`src/rtl/seg7_scan_driver.sv`:
```
// Four-digit common-anode seven-segment scan driver with per-digit blink and HH:MM colon.
// Optional build macro LEADING_ZERO_BLANK_EN blanks the leftmost digit when it is zero.
module seg7_scan_driver #(
    parameter int REFRESH_DIV = 100000,
    parameter int BLINK_TICKS = 250
) (
    input  logic       clk,
    input  logic       reset,
    input  logic       en,
    input  logic [3:0] digit0,
    input  logic [3:0] digit1,
    input  logic [3:0] digit2,
    input  logic [3:0] digit3,
    input  logic [3:0] blink_mask,
    input  logic       colon,
    output logic [6:0] seg,
    output logic       dp,
    output logic [3:0] an
);

    localparam int CW = $clog2(REFRESH_DIV);
    localparam int BW = (BLINK_TICKS > 1) ? $clog2(BLINK_TICKS) : 1;
    localparam logic [CW-1:0] REFRESH_MAX = CW'(REFRESH_DIV - 1);
    localparam logic [BW-1:0] BLINK_MAX   = BW'(BLINK_TICKS - 1);

    logic [CW-1:0] refresh_cnt;
    logic [BW-1:0] blink_cnt;
    logic [1:0]    scan_idx;
    logic          blink_phase;
    logic          tick;
    logic          blink_wrap;

    logic [3:0]    cur_digit;
    logic          cur_blank;
    logic [3:0]    an_next;
    logic [6:0]    seg_next;
    logic          dp_next;

    function automatic logic [6:0] bcd_to_seg(input logic [3:0] code);
        case (code)
            4'd0:    bcd_to_seg = 7'b1000000;
            4'd1:    bcd_to_seg = 7'b1111001;
            4'd2:    bcd_to_seg = 7'b0100100;
            4'd3:    bcd_to_seg = 7'b0110000;
            4'd4:    bcd_to_seg = 7'b0011001;
            4'd5:    bcd_to_seg = 7'b0010010;
            4'd6:    bcd_to_seg = 7'b0000010;
            4'd7:    bcd_to_seg = 7'b1111000;
            4'd8:    bcd_to_seg = 7'b0000000;
            4'd9:    bcd_to_seg = 7'b0010000;
            default: bcd_to_seg = 7'b1111111;
        endcase
    endfunction

    // Counters only advance while enabled, so a disabled display resumes exactly where it stopped.
    assign tick       = en && (refresh_cnt == REFRESH_MAX);
    assign blink_wrap = tick && (blink_cnt == BLINK_MAX);

    // NOTE: state registers use non-blocking assignments so every flop samples pre-edge values.
    always_ff @(posedge clk) begin
        if (reset) begin
            refresh_cnt <= '0;
            blink_cnt   <= '0;
            scan_idx    <= 2'd0;
            blink_phase <= 1'b0;
        end else if (en) begin
            refresh_cnt <= tick ? '0 : refresh_cnt + CW'(1);
            if (tick) begin
                scan_idx <= scan_idx + 2'd1;
                if (blink_wrap) begin
                    blink_cnt   <= '0;
                    blink_phase <= ~blink_phase;
                end else begin
                    blink_cnt <= blink_cnt + BW'(1);
                end
            end
        end
    end

    // NOTE: every combinational output gets a default first so no path infers a latch.
    always_comb begin
        cur_digit = digit0;
        case (scan_idx)
            2'd0:    cur_digit = digit0;
            2'd1:    cur_digit = digit1;
            2'd2:    cur_digit = digit2;
            default: cur_digit = digit3;
        endcase

        cur_blank = blink_mask[scan_idx] && blink_phase;
`ifdef LEADING_ZERO_BLANK_EN
        if (scan_idx == 2'd3 && digit3 == 4'd0)
            cur_blank = 1'b1;
`endif

        an_next = 4'b1111;
        if (!cur_blank)
            an_next[scan_idx] = 1'b0;

        seg_next = bcd_to_seg(cur_digit);
        dp_next  = !(scan_idx == 2'd2 && colon);
    end

    // Registered outputs: one clk from any index or input change to the pins.
    always_ff @(posedge clk) begin
        if (reset || !en) begin
            an  <= 4'b1111;
            seg <= 7'b1111111;
            dp  <= 1'b1;
        end else begin
            an  <= an_next;
            seg <= seg_next;
            dp  <= dp_next;
        end
    end

endmodule

```
`config.mk`:
```
export PLATFORM = sky130hd
export DESIGN_NAME = seg7_scan_driver
export DESIGN_NICKNAME = d
export VERILOG_FILES = /design/src/rtl/seg7_scan_driver.sv
export SDC_FILE = /design/constraint.sdc
export NUM_CORES = 1
export LEC_CHECK = 0
export BUFFER_PORTS_ARGS = -buffer_cell sky130_fd_sc_hd__buf_2
export CAP_MARGIN = 40
export CORE_MARGIN = 10
export CORE_UTILIZATION = 50
export DETAILED_ROUTE_END_ITERATION = 12
export PLACE_DENSITY = 0.75
export SYNTH_ARGS = -nofsm -noshare
export SYNTH_HDL_FRONTEND = slang
export SYNTH_SLANG_ARGS = --single-unit
```
`constraint.sdc`:
```
create_clock -name clk -period 2.15 [get_ports clk]
set_clock_uncertainty 0.1 [all_clocks]
set_input_delay 0 -clock clk [delete_from_list [all_inputs] [get_ports clk]]
set_output_delay 0 -clock clk [all_outputs]
set_load 0.05 [all_outputs]
```
==> results.toml <==
[clocking]
cts_sinks = 40
cts_tree = "done"
clock_latency_ps = 300
max-clock-path-buffers = 2
numCtsBuffers = 5
cts_root_buf = "clkbuf_8"
htreeDepth = 2
clk_pin_slew_ps = 90

[setup_path]
critPathLaunch = "scan_idx[0]$_SDFFE_PP0P_"
r2r-end = "seg[3]$_SDFF_PP1_"
end_kind = "register"
crit_end = "seg[3]$_SDFF_PP1_"
cp_max_fo = 7
crit_type = "register to register"
reg2regPathDepth = 6
reg2reg_setup_slack_ps = 130
cp.required_ps = 2280
cp-start-kind = "register"
r2r_start = "scan_idx[0]$_SDFFE_PP0P_"
critPathArrivalTime_ps = 2150

[yosys]
yosysSeqAreaShare = 0.384
syn_avg_cell_area_um2 = 8.66
synth_xor_area_frac = 0.0504
synth.distinct_cells = 49
netlist_top_cells_area = "dfxtp_1, ha_1, xor2_1"
synth-seq-cells = 40
synth_async_sr_flop_share = 0
synthAdderAreaFrac = 0.0659
synth_largest_area_cell = "dfxtp_1"
yosys.area_share.simple = 0.240
yosysWarnings = 0
synthesis.nets = 276
synth.mux.area_fraction = 0.0270
synth-main-ff-cell = "dfxtp_1"
syn_inst = 241
synth_compound_area_frac = 0.175
synth_top_area_frac = 0.384
synth_edf_count = 0
syn_area_um2 = 2090
synth_top_family_by_area = "simple AND/OR/NAND/NOR gates"

[sta]
slew_headroom = 0.606
max_freq_mhz = 495
hold_viol_final = 0
worst_slew_pin_slew_ps = 591
fin_crit_ps = 2020
slew_violations = 0
finalSetupTns_ps = 0
min_period_over_period = 0.941
setup_viol = 0

[global_route]
grt_util_all_layers = 0.131
use_met1 = 0.168
grt_pass1_vias = 1749
overflow = 0
busiest_layer = "met2"
antenna_found_initial = 0
grt_max_degree = 15
use_met3 = 0.0464
grt_pass1_wl_mm = 8.07
grtUsageMet2 = 0.197

[die]
die_w_um = 84.6
fp.coreArea_um2 = 4030
start_util = 0.518
fp-row-count = 23
fp.dieH_um = 84.6
dieArea_um2 = 7160
num_io_pins = 36

[power]
leakage_nw = 1.00
powerDensity_nw_per_um2 = 554
ir_worst_vdd_uv = 405

[detailed_routing]
drc = 0
wl_per_cell_um = 13.8
routed_via_density = 5.52
drt_iter0_markers = 70
route.antenna.remaining_nets = 0
drt_pass1_iterations = 5
wl_mm = 4.67
num_vias = 1860

[cells_and_area]
antennaDiodeCount = 0
synthToLayoutAreaGrowth_pct = 19.9
n_fill_cell = 364
drive_gt1_frac = 0.251
nNetsFinal = 321
final_util = 0.621

[min_path]
hp-class = "primary input to register"

[placed_design]
routabilityCongestion = 0.782
hpwl_mm = 3.38
port_buffers = 35

[flow_run]
drv_cap = 0

[status]
status = "complete, no violations"
==> area by class of cell <==
type	instances	area, um2	share of cell area
Sequential cell	40	806	0.322
Inverter	12	45.0	0.0180
Clock buffer	5	68.8	0.0275
Clock inverter	3	18.8	0.00750
Tap cell	50	62.6	0.0250
Multi-Input combinational cell	176	1200	0.479
Timing Repair Buffer	51	303	0.121
==> worst min path at each step <==
stage                       start  slack, ps  cells past startpoint          endpoint
floorplan                   colon        -10                      1     dp$_SDFF_PP1_
global route        blink_mask[3]        100                      4  an[2]$_SDFF_PP1_
finish              blink_mask[0]         80                      4  an[2]$_SDFF_PP1_
global placement            colon         90                      2     dp$_SDFF_PP1_
CTS                 blink_mask[0]         80                      4  an[2]$_SDFF_PP1_
detailed placement          colon        100                      2     dp$_SDFF_PP1_
==> cells in the final DEF (no fill, tap or decap), types with 2 or more instances in the layout <==
cell type | Yosys | layout
dfxtp_1 | 40 | 38
buf_2 | 5 | 35
nand2_1 | 19 | 19
nor2_1 | 17 | 17
a21oi_1 | 17 | 17
nand3_1 | 13 | 13
o21ai_0 | 14 | 13
buf_4 | 1 | 13
inv_1 | 12 | 12
nand4_1 | 10 | 10
xor2_1 | 10 | 10
ha_1 | 11 | 8
or3_1 | 7 | 7
and3_1 | 5 | 5
clkbuf_8 | 1 | 5
and4_1 | 4 | 4
a222oi_1 | 3 | 3
nand2b_1 | 3 | 3
or2_2 | 3 | 3
o211a_1 | 3 | 3
a211oi_1 | 3 | 3
a31oi_1 | 3 | 3
dlygate4sd3_1 | 0 | 3
mux2i_2 | 1 | 2
nor3_1 | 2 | 2
a32o_1 | 2 | 2
o21ai_1 | 1 | 2
xnor2_1 | 2 | 2
o211ai_1 | 2 | 2
ha_2 | 0 | 2
clkinv_2 | 0 | 2
==> cell usage after synthesis (all sizes together) (4+ instances only) <==
master / instances
dfxtp: 40
and3: 5
inv: 12
nand2: 19
clkbuf: 6
buf: 7
nand3: 13
and4: 4
nor2: 18
or3: 7
xor2: 10
o21ai: 15
nand4: 10
ha: 11
a21oi: 17
==> timing repair <==
item | 4_1_cts | 5_1_grt
hold buffers | 3 | 0
endpoints found under the hold margin | 8 | 0
buffers inserted | 1 | 1
gates resized for setup | 0 | 12
pin swaps | 0 | 5
endpoints found under the setup margin | 1 | 7
==> power breakdown <==
part | internal (mW) | switching, mW
sequential | 0.749 | 0.00435
clock | 0.226 | 0.274
combinational | 0.0538 | 0.0777
total | 1.03 | 0.356
==> worst max-delay path, stage by stage (launching register included) <==
cell      delay, ps
dfxtp_2         360
inv_1            90
ha_4            180
a222oi_1        360
mux2i_2         200
or4b_4          550
nand4_1         100
==> registers in the layout, summed over array words and instances (netlist names) <==
signal,cells
an,4
blink_cnt,8
blink_phase,1
dp,1
refresh_cnt,17
scan_idx,2
seg,7
==> metal layers <==
metal	up-vias	share of wire
met2	39	0.44
met4	0	0.014
met1	850	0.48
met5	-	0
li1	965	-
met3	6	0.067
==> metrics by stage <==
stage          area (um2)  power [mW]  hold slack, ps  worst slack (ps)  instances
6_report             2500        1.39            81.9               128        337
5_1_grt              2500        1.44             100             -21.9        337
4_1_cts              2460        1.39            76.5              10.8        336
3_5_place_dp         2330       0.892            97.5              14.7        324
3_3_place_gp         2330       0.891            92.9              66.4        324
2_1_floorplan        2090       0.851           -14.4              26.6        241
==> cells by family after synthesis <==
group,count (synthesis)
and+or+nand+nor,93
AOI/OAI and AO/OA,56
DFF,40
buffers and inverters,25
xor gates and xnor gates,12
adders and majority gates,11
muxes,4
Note: power is estimated with default switching activity, not from simulation.
